--- src/rtl/decode_n_seq_pkg.sv ---
// Shared definitions for the sequenced N-to-2^N decoder: request mode codes and FSM states.
package decode_n_seq_pkg;

  typedef enum logic [1:0] {
    MODE_ONEHOT = 2'd0,
    MODE_THERMO = 2'd1,
    MODE_SCAN   = 2'd2,
    MODE_RSVD   = 2'd3
  } mode_e;

  typedef enum logic {
    ST_IDLE = 1'b0,
    ST_SCAN = 1'b1
  } state_e;

endpackage

--- src/rtl/decode_n_seq_if.sv ---
// Request/response handshake bundle of the sequenced decoder; slave is the decoder side.
interface decode_n_seq_if #(
  parameter int N = 3
);

  logic               in_valid;
  logic               in_ready;
  logic [N-1:0]       sel;
  logic               en;
  logic [1:0]         mode;
  logic [(2**N)-1:0]  y;
  logic               out_valid;
  logic               out_ready;
  logic               out_last;

  modport master (
    output in_valid, sel, en, mode, out_ready,
    input  in_ready, y, out_valid, out_last
  );

  modport slave (
    input  in_valid, sel, en, mode, out_ready,
    output in_ready, y, out_valid, out_last
  );

endinterface

--- src/rtl/decode_n_comb.sv ---
// Pure combinational N-to-2^N one-hot decoder with enable; all-zero when disabled.
module decode_n_comb #(
  parameter int N = 3
) (
  input  logic [N-1:0]      sel,
  input  logic              en,
  output logic [(2**N)-1:0] y
);

  localparam int OUT_W = 2**N;

  assign y = en ? (OUT_W'(1'b1) << sel) : {OUT_W{1'b0}};

endmodule

--- src/rtl/decode_n_seq.sv ---
// Registered N-to-2^N decoder with ONEHOT/THERMO/SCAN modes and valid/ready on both sides.
module decode_n_seq #(
  parameter int N       = 3,
  parameter bit SCAN_EN = 1'b1
) (
  input logic          clk,
  input logic          rst,
  decode_n_seq_if.slave bus
);

  import decode_n_seq_pkg::*;

  localparam int OUT_W = 2**N;

  state_e             state_r;
  logic [OUT_W-1:0]   y_r;
  logic               out_valid_r;
  logic               out_last_r;
  logic [N-1:0]       idx_r;
  logic [N-1:0]       scan_sel_r;

  mode_e              mode_s;
  logic               ready_s;
  logic               accept_s;
  logic               take_s;
  logic               is_scan_s;
  logic               is_thermo_s;
  logic               start_scan_s;
  logic               scan_done_s;
  logic [N-1:0]       idx_next_s;
  logic [OUT_W-1:0]   req_oh_s;
  logic [OUT_W-1:0]   thermo_s;
  logic [OUT_W-1:0]   step_oh_s;
  logic [OUT_W-1:0]   first_y_s;

  assign mode_s       = mode_e'(bus.mode);
  assign is_scan_s    = SCAN_EN && (mode_s == MODE_SCAN);
  assign is_thermo_s  = (mode_s == MODE_THERMO);

  // Ready never looks at in_valid, so upstream may wait on it without a loop.
  assign ready_s      = !rst && (state_r != ST_SCAN) && (!out_valid_r || bus.out_ready);
  assign accept_s     = bus.in_valid && ready_s;
  assign take_s       = out_valid_r && bus.out_ready;
  assign start_scan_s = accept_s && bus.en && is_scan_s && (bus.sel != {N{1'b0}});

  assign idx_next_s   = idx_r + N'(1'b1);
  assign scan_done_s  = (idx_next_s == scan_sel_r);

  decode_n_comb #(.N(N)) u_req_dec (
    .sel (bus.sel),
    .en  (bus.en),
    .y   (req_oh_s)
  );

  decode_n_comb #(.N(N)) u_step_dec (
    .sel (idx_next_s),
    .en  (1'b1),
    .y   (step_oh_s)
  );

  // Thermometer bit i is set when the one-hot bit sits at i or above.
  for (genvar i = 0; i < OUT_W; i++) begin : g_thermo
    assign thermo_s[i] = |req_oh_s[OUT_W-1:i];
  end

  // First beat loaded on accept; a scan always starts at bit 0.
  always_comb begin
    first_y_s = {OUT_W{1'b0}};
    if (!bus.en) begin
      first_y_s = {OUT_W{1'b0}};
    end else if (is_scan_s) begin
      first_y_s = OUT_W'(1'b1);
    end else if (is_thermo_s) begin
      first_y_s = thermo_s;
    end else begin
      first_y_s = req_oh_s;
    end
  end

  // Control FSM, scan index and output register.
  always_ff @(posedge clk) begin
    if (rst) begin
      state_r     <= ST_IDLE;
      y_r         <= {OUT_W{1'b0}};
      out_valid_r <= 1'b0;
      out_last_r  <= 1'b0;
      idx_r       <= {N{1'b0}};
      scan_sel_r  <= {N{1'b0}};
    end else begin
      case (state_r)
        ST_IDLE: begin
          if (accept_s) begin
            y_r         <= first_y_s;
            out_valid_r <= 1'b1;
            out_last_r  <= !start_scan_s;
            if (start_scan_s) begin
              state_r    <= ST_SCAN;
              idx_r      <= {N{1'b0}};
              scan_sel_r <= bus.sel;
            end else begin
              state_r    <= ST_IDLE;
            end
          end else if (take_s) begin
            out_valid_r <= 1'b0;
          end else begin
            out_valid_r <= out_valid_r;
          end
        end
        ST_SCAN: begin
          // The final beat is left in the register and drains under IDLE rules.
          if (take_s) begin
            y_r        <= step_oh_s;
            idx_r      <= idx_next_s;
            out_last_r <= scan_done_s;
            state_r    <= scan_done_s ? ST_IDLE : ST_SCAN;
          end else begin
            state_r    <= ST_SCAN;
          end
        end
        default: begin
          state_r     <= ST_IDLE;
          out_valid_r <= 1'b0;
        end
      endcase
    end
  end

  assign bus.in_ready  = ready_s;
  assign bus.y         = y_r;
  assign bus.out_valid = out_valid_r;
  assign bus.out_last  = out_last_r;

endmodule

--- src/flat_wrapper.sv ---
// flat-port wrapper written by rule: the top's interface ports become plain ports
module decode_n_seq_flat import decode_n_seq_pkg::*;
#(
  parameter int N       = 3,
  parameter bit SCAN_EN = 1'b1
)
  (clk, rst, bus_in_valid, bus_sel, bus_en, bus_mode, bus_out_ready, bus_in_ready, bus_y, bus_out_valid, bus_out_last);
  decode_n_seq_if #(.N(N)) bus_i ();
  input logic clk;
  input logic rst;
  input wire logic [$bits(bus_i.in_valid)-1:0] bus_in_valid;
  input wire logic [$bits(bus_i.sel)-1:0] bus_sel;
  input wire logic [$bits(bus_i.en)-1:0] bus_en;
  input wire logic [$bits(bus_i.mode)-1:0] bus_mode;
  input wire logic [$bits(bus_i.out_ready)-1:0] bus_out_ready;
  output wire logic [$bits(bus_i.in_ready)-1:0] bus_in_ready;
  output wire logic [$bits(bus_i.y)-1:0] bus_y;
  output wire logic [$bits(bus_i.out_valid)-1:0] bus_out_valid;
  output wire logic [$bits(bus_i.out_last)-1:0] bus_out_last;
  assign bus_i.in_valid = bus_in_valid;
  assign bus_i.sel = bus_sel;
  assign bus_i.en = bus_en;
  assign bus_i.mode = bus_mode;
  assign bus_i.out_ready = bus_out_ready;
  assign bus_in_ready = bus_i.in_ready;
  assign bus_y = bus_i.y;
  assign bus_out_valid = bus_i.out_valid;
  assign bus_out_last = bus_i.out_last;
  decode_n_seq #(.N(N), .SCAN_EN(SCAN_EN)) u_core (.clk(clk), .rst(rst), .bus(bus_i));
endmodule
--- config.mk ---
export PLATFORM = sky130hd
export DESIGN_NAME = decode_n_seq_flat
export DESIGN_NICKNAME = d
export VERILOG_FILES = /design/src/rtl/decode_n_seq_pkg.sv /design/src/rtl/decode_n_seq_if.sv /design/src/rtl/decode_n_comb.sv /design/src/rtl/decode_n_seq.sv /design/src/flat_wrapper.sv
export SDC_FILE = /design/constraint.sdc
export NUM_CORES = 1
export LEC_CHECK = 0
export CAP_MARGIN = 20
export CORE_ASPECT_RATIO = 0.75
export CORE_MARGIN = 2
export CORE_UTILIZATION = 25
export DETAILED_ROUTE_END_ITERATION = 10
export DONT_BUFFER_PORTS = 1
export PLACE_DENSITY = 0.42
export SYNTH_ARGS = -nofsm -noshare
export SYNTH_HDL_FRONTEND = slang
export SYNTH_SLANG_ARGS = --single-unit
export TNS_END_PERCENT = 1
--- constraint.sdc ---
create_clock -name clk -period 4.4 [get_ports clk]
set_clock_uncertainty 0.1 [all_clocks]
set_input_delay 0.22 -clock clk [delete_from_list [all_inputs] [get_ports clk]]
set_output_delay 0.22 -clock clk [all_outputs]
set_load 0.05 [all_outputs]
==> impl_metrics.py <==
metrics = {
    "outcome": {
        "status": "completed",
    },
    "grt": {
        "overflow": 0,
        "antenna_found_initial": 0,
        "grt_usage": 0.126,
        "grt_pass1_wl_um": 4370,
        "grt_pass1_vias": 831,
        "grt_start_max_net_pins": 16,
    },
    "timing": {
        "hold_viol": 0,
        "worst_slack_ns": 2.52,
        "max_freq_mhz": 533,
        "maxSlewViolCount": 0,
        "fin_crit_ns": 1.88,
        "fin_crit_sh": 0.427,
        "worst_pin_slew_ns": 0.594,
        "timing.final.setup_violations": 0,
        "tns_ns": 0,
        "whs_ns": 0.00953,
        "relSlewSlack": 0.604,
        "rsz0062_at_grt": "no",
    },
    "synth": {
        "syn-num-nets": 139,
        "yosys.area.top_type": "dfxtp_1",
        "netlist_area_um2": 1030,
        "synth_top_area_share": 0.330,
        "ys_ff_latch": 17,
        "syn_area_per_cell_um2": 8.30,
        "yosys-top-cells-area": "dfxtp_1 (33%), a21oi_1 (7.3%), ha_1 (6.1%), o21ai_0 (5.8%), nand3_1 (3.9%)",
        "yosysUniqueCellTypes": 41,
        "synth_cells": 124,
        "synth_seq_area_share": 0.330,
        "synth_warnings": 0,
    },
    "route": {
        "num_vias": 942,
        "drt_pass1_iterations": 4,
        "ant_nets": 0,
        "drtIter0Drc": 35,
        "wl_per_cell_um": 14.9,
        "wl_um": 2670,
        "drc": 0,
        "drt-vias-per-instance": 5.26,
    },
    "placed_design": {
        "place_ws_ns": 2.53,
        "io_buffer_count": 0,
        "gp_congestion": 0.729,
        "dpl.hpwl_um": 2080,
        "place_inst": 174,
    },
    "cells_and_area": {
        "drive_above_1_share": 0.0726,
        "area_delta_synth_final_pct": 9.36,
        "n_antenna_cell": 0,
        "register_area_um2": 340,
        "layout.cells.most_common_list": "dfxtp_1 (17), a21oi_1 (15), o21ai_0 (12)",
        "stdcell_count": 179,
        "mostFrequentLayoutCell": "dfxtp_1",
        "fillers": 453,
        "multi_input_area_um2": 638,
        "nets": 140,
    },
    "setup_path": {
        "critPathMaxFanout": 7,
        "cp.required_ns": 4.49,
        "path_class": "flip-flop to flip-flop",
        "endpoint_kind": "flip-flop",
        "cp.arrival_ns": 1.96,
        "start_kind": "flip-flop",
    },
    "floorplan": {
        "rows": 20,
        "ioPinCount": 21,
        "start_util": 0.257,
        "die_area_um2": 4650,
        "die_x_um": 78.1,
        "coreArea_um2": 4000,
        "fp.dieH_um": 59.6,
    },
    "clocking": {
        "cts_tree": "yes",
        "clock-root-buffer": "clkbuf_8",
        "cts.sinks": 17,
        "numCtsBuffers": 3,
        "clkTransAtPathRegs_ns": 0.07,
        "clkLatencyLatePin_ns": 0.25,
        "clockBufferDepth": 2,
        "htree_levels": 1,
    },
    "power": {
        "ir_worst_vdd_uv": 114,
        "power.leakage_nw": 0.381,
        "power_density_nw_per_um2": 303,
        "p_total_mw": 0.342,
    },
    "job": {
        "cap_violations": 0,
    },
    "hold_path": {
        "hp-class": "input pin to flip-flop",
    },
}
## power by group
part	total, mW	internal (mW)	leakage, nW	switching (mW)
combinational	0.0376	0.0137	0.217	0.0239
clock	0.120	0.0629	0.0255	0.0569
sequential	0.184	0.160	0.139	0.0243
total	0.342	0.237	0.381	0.105
## critical path: stages (launching register included)
cell     delay [ns]
dfxtp_1        0.70
and2_1         0.26
o21ai_1        0.21
or3_1          0.42
a21oi_1        0.12
## final timing paths
check,to,cells after the start,startpoint,slack [ns]
worst max register to register,u_core.bus.y[6],4,u_core.bus.out_valid,2.52
worst min-delay path,u_core.bus.out_valid,2,bus_in_valid,0.01
worst max-delay path,u_core.bus.y[6],4,u_core.bus.out_valid,2.52
worst min register to register,u_core.scan_sel_r[0],2,u_core.scan_sel_r[0],0.41
## sequential cells by signal, summed over array words and instances, names as in the netlist
register / flops
u_core.bus.y: 8
u_core.idx_r: 3
u_core.scan_sel_r: 3
u_core.bus.out_last: 1
u_core.state_r: 1
u_core.bus.out_valid: 1
## cells in the mapped netlist, drive strengths merged
cell type / count
a32oi: 1
o21a: 1
xor2: 2
dfxtp: 17
nor2b: 1
or3: 2
buf: 4
or3b: 1
a21o: 1
nor3b: 1
o31ai: 2
and2: 2
o21ai: 13
inv: 6
xnor2: 2
nand4b: 1
o41ai: 1
a2111oi: 1
o211ai: 2
a41oi: 1
ha: 5
nand2b: 5
nand3b: 2
a21oi: 15
clkbuf: 1
nand2: 3
o221a: 1
nand4: 1
o2111ai: 1
o32a: 1
and3: 3
nand3: 9
and2b: 1
nor2: 7
a31oi: 5
a22oi: 2
## repair_timing
item,CTS,global route
endpoints found under the hold margin,10,0
setup buffers,0,0
hold buffers,1,0
gates resized for setup,0,0
## routing by layer
layer  track usage  up-vias  share of wire  wire, um
li1              -      466              -         -
met1         0.182      444           0.54      1440
met2         0.158       27           0.37       992
met3        0.0579        5          0.075       201
met4        0.0476        0          0.012        33
met5             0        -              0         0
## final cells by class
cell class                 instances  share of cell area
sequential                        17               0.302
multi-input combinational         96               0.567
timing repair buffer               1             0.00889
clock buffer                       3              0.0367
clock inverter                     1             0.00444
tap                               55              0.0611
inverter                           6              0.0200
## cell families after synthesis
family          count (synthesis)  synth area share
flops                          17             0.331
compound gates                 48             0.301
buf+inv                        11            0.0498
xor+xnor                        4            0.0413
fa+ha+maj                       5            0.0608
simple gates                   39             0.216
## per-stage QoR
stage	util	instance area, um2
6_report	0.281	1130
5_1_grt	0.281	1130
4_1_cts	0.281	1130
3_5_place_dp	0.267	1070
3_3_place_gp	0.267	1070
2_1_floorplan	-	1030
(Power assumes the default switching activity.)
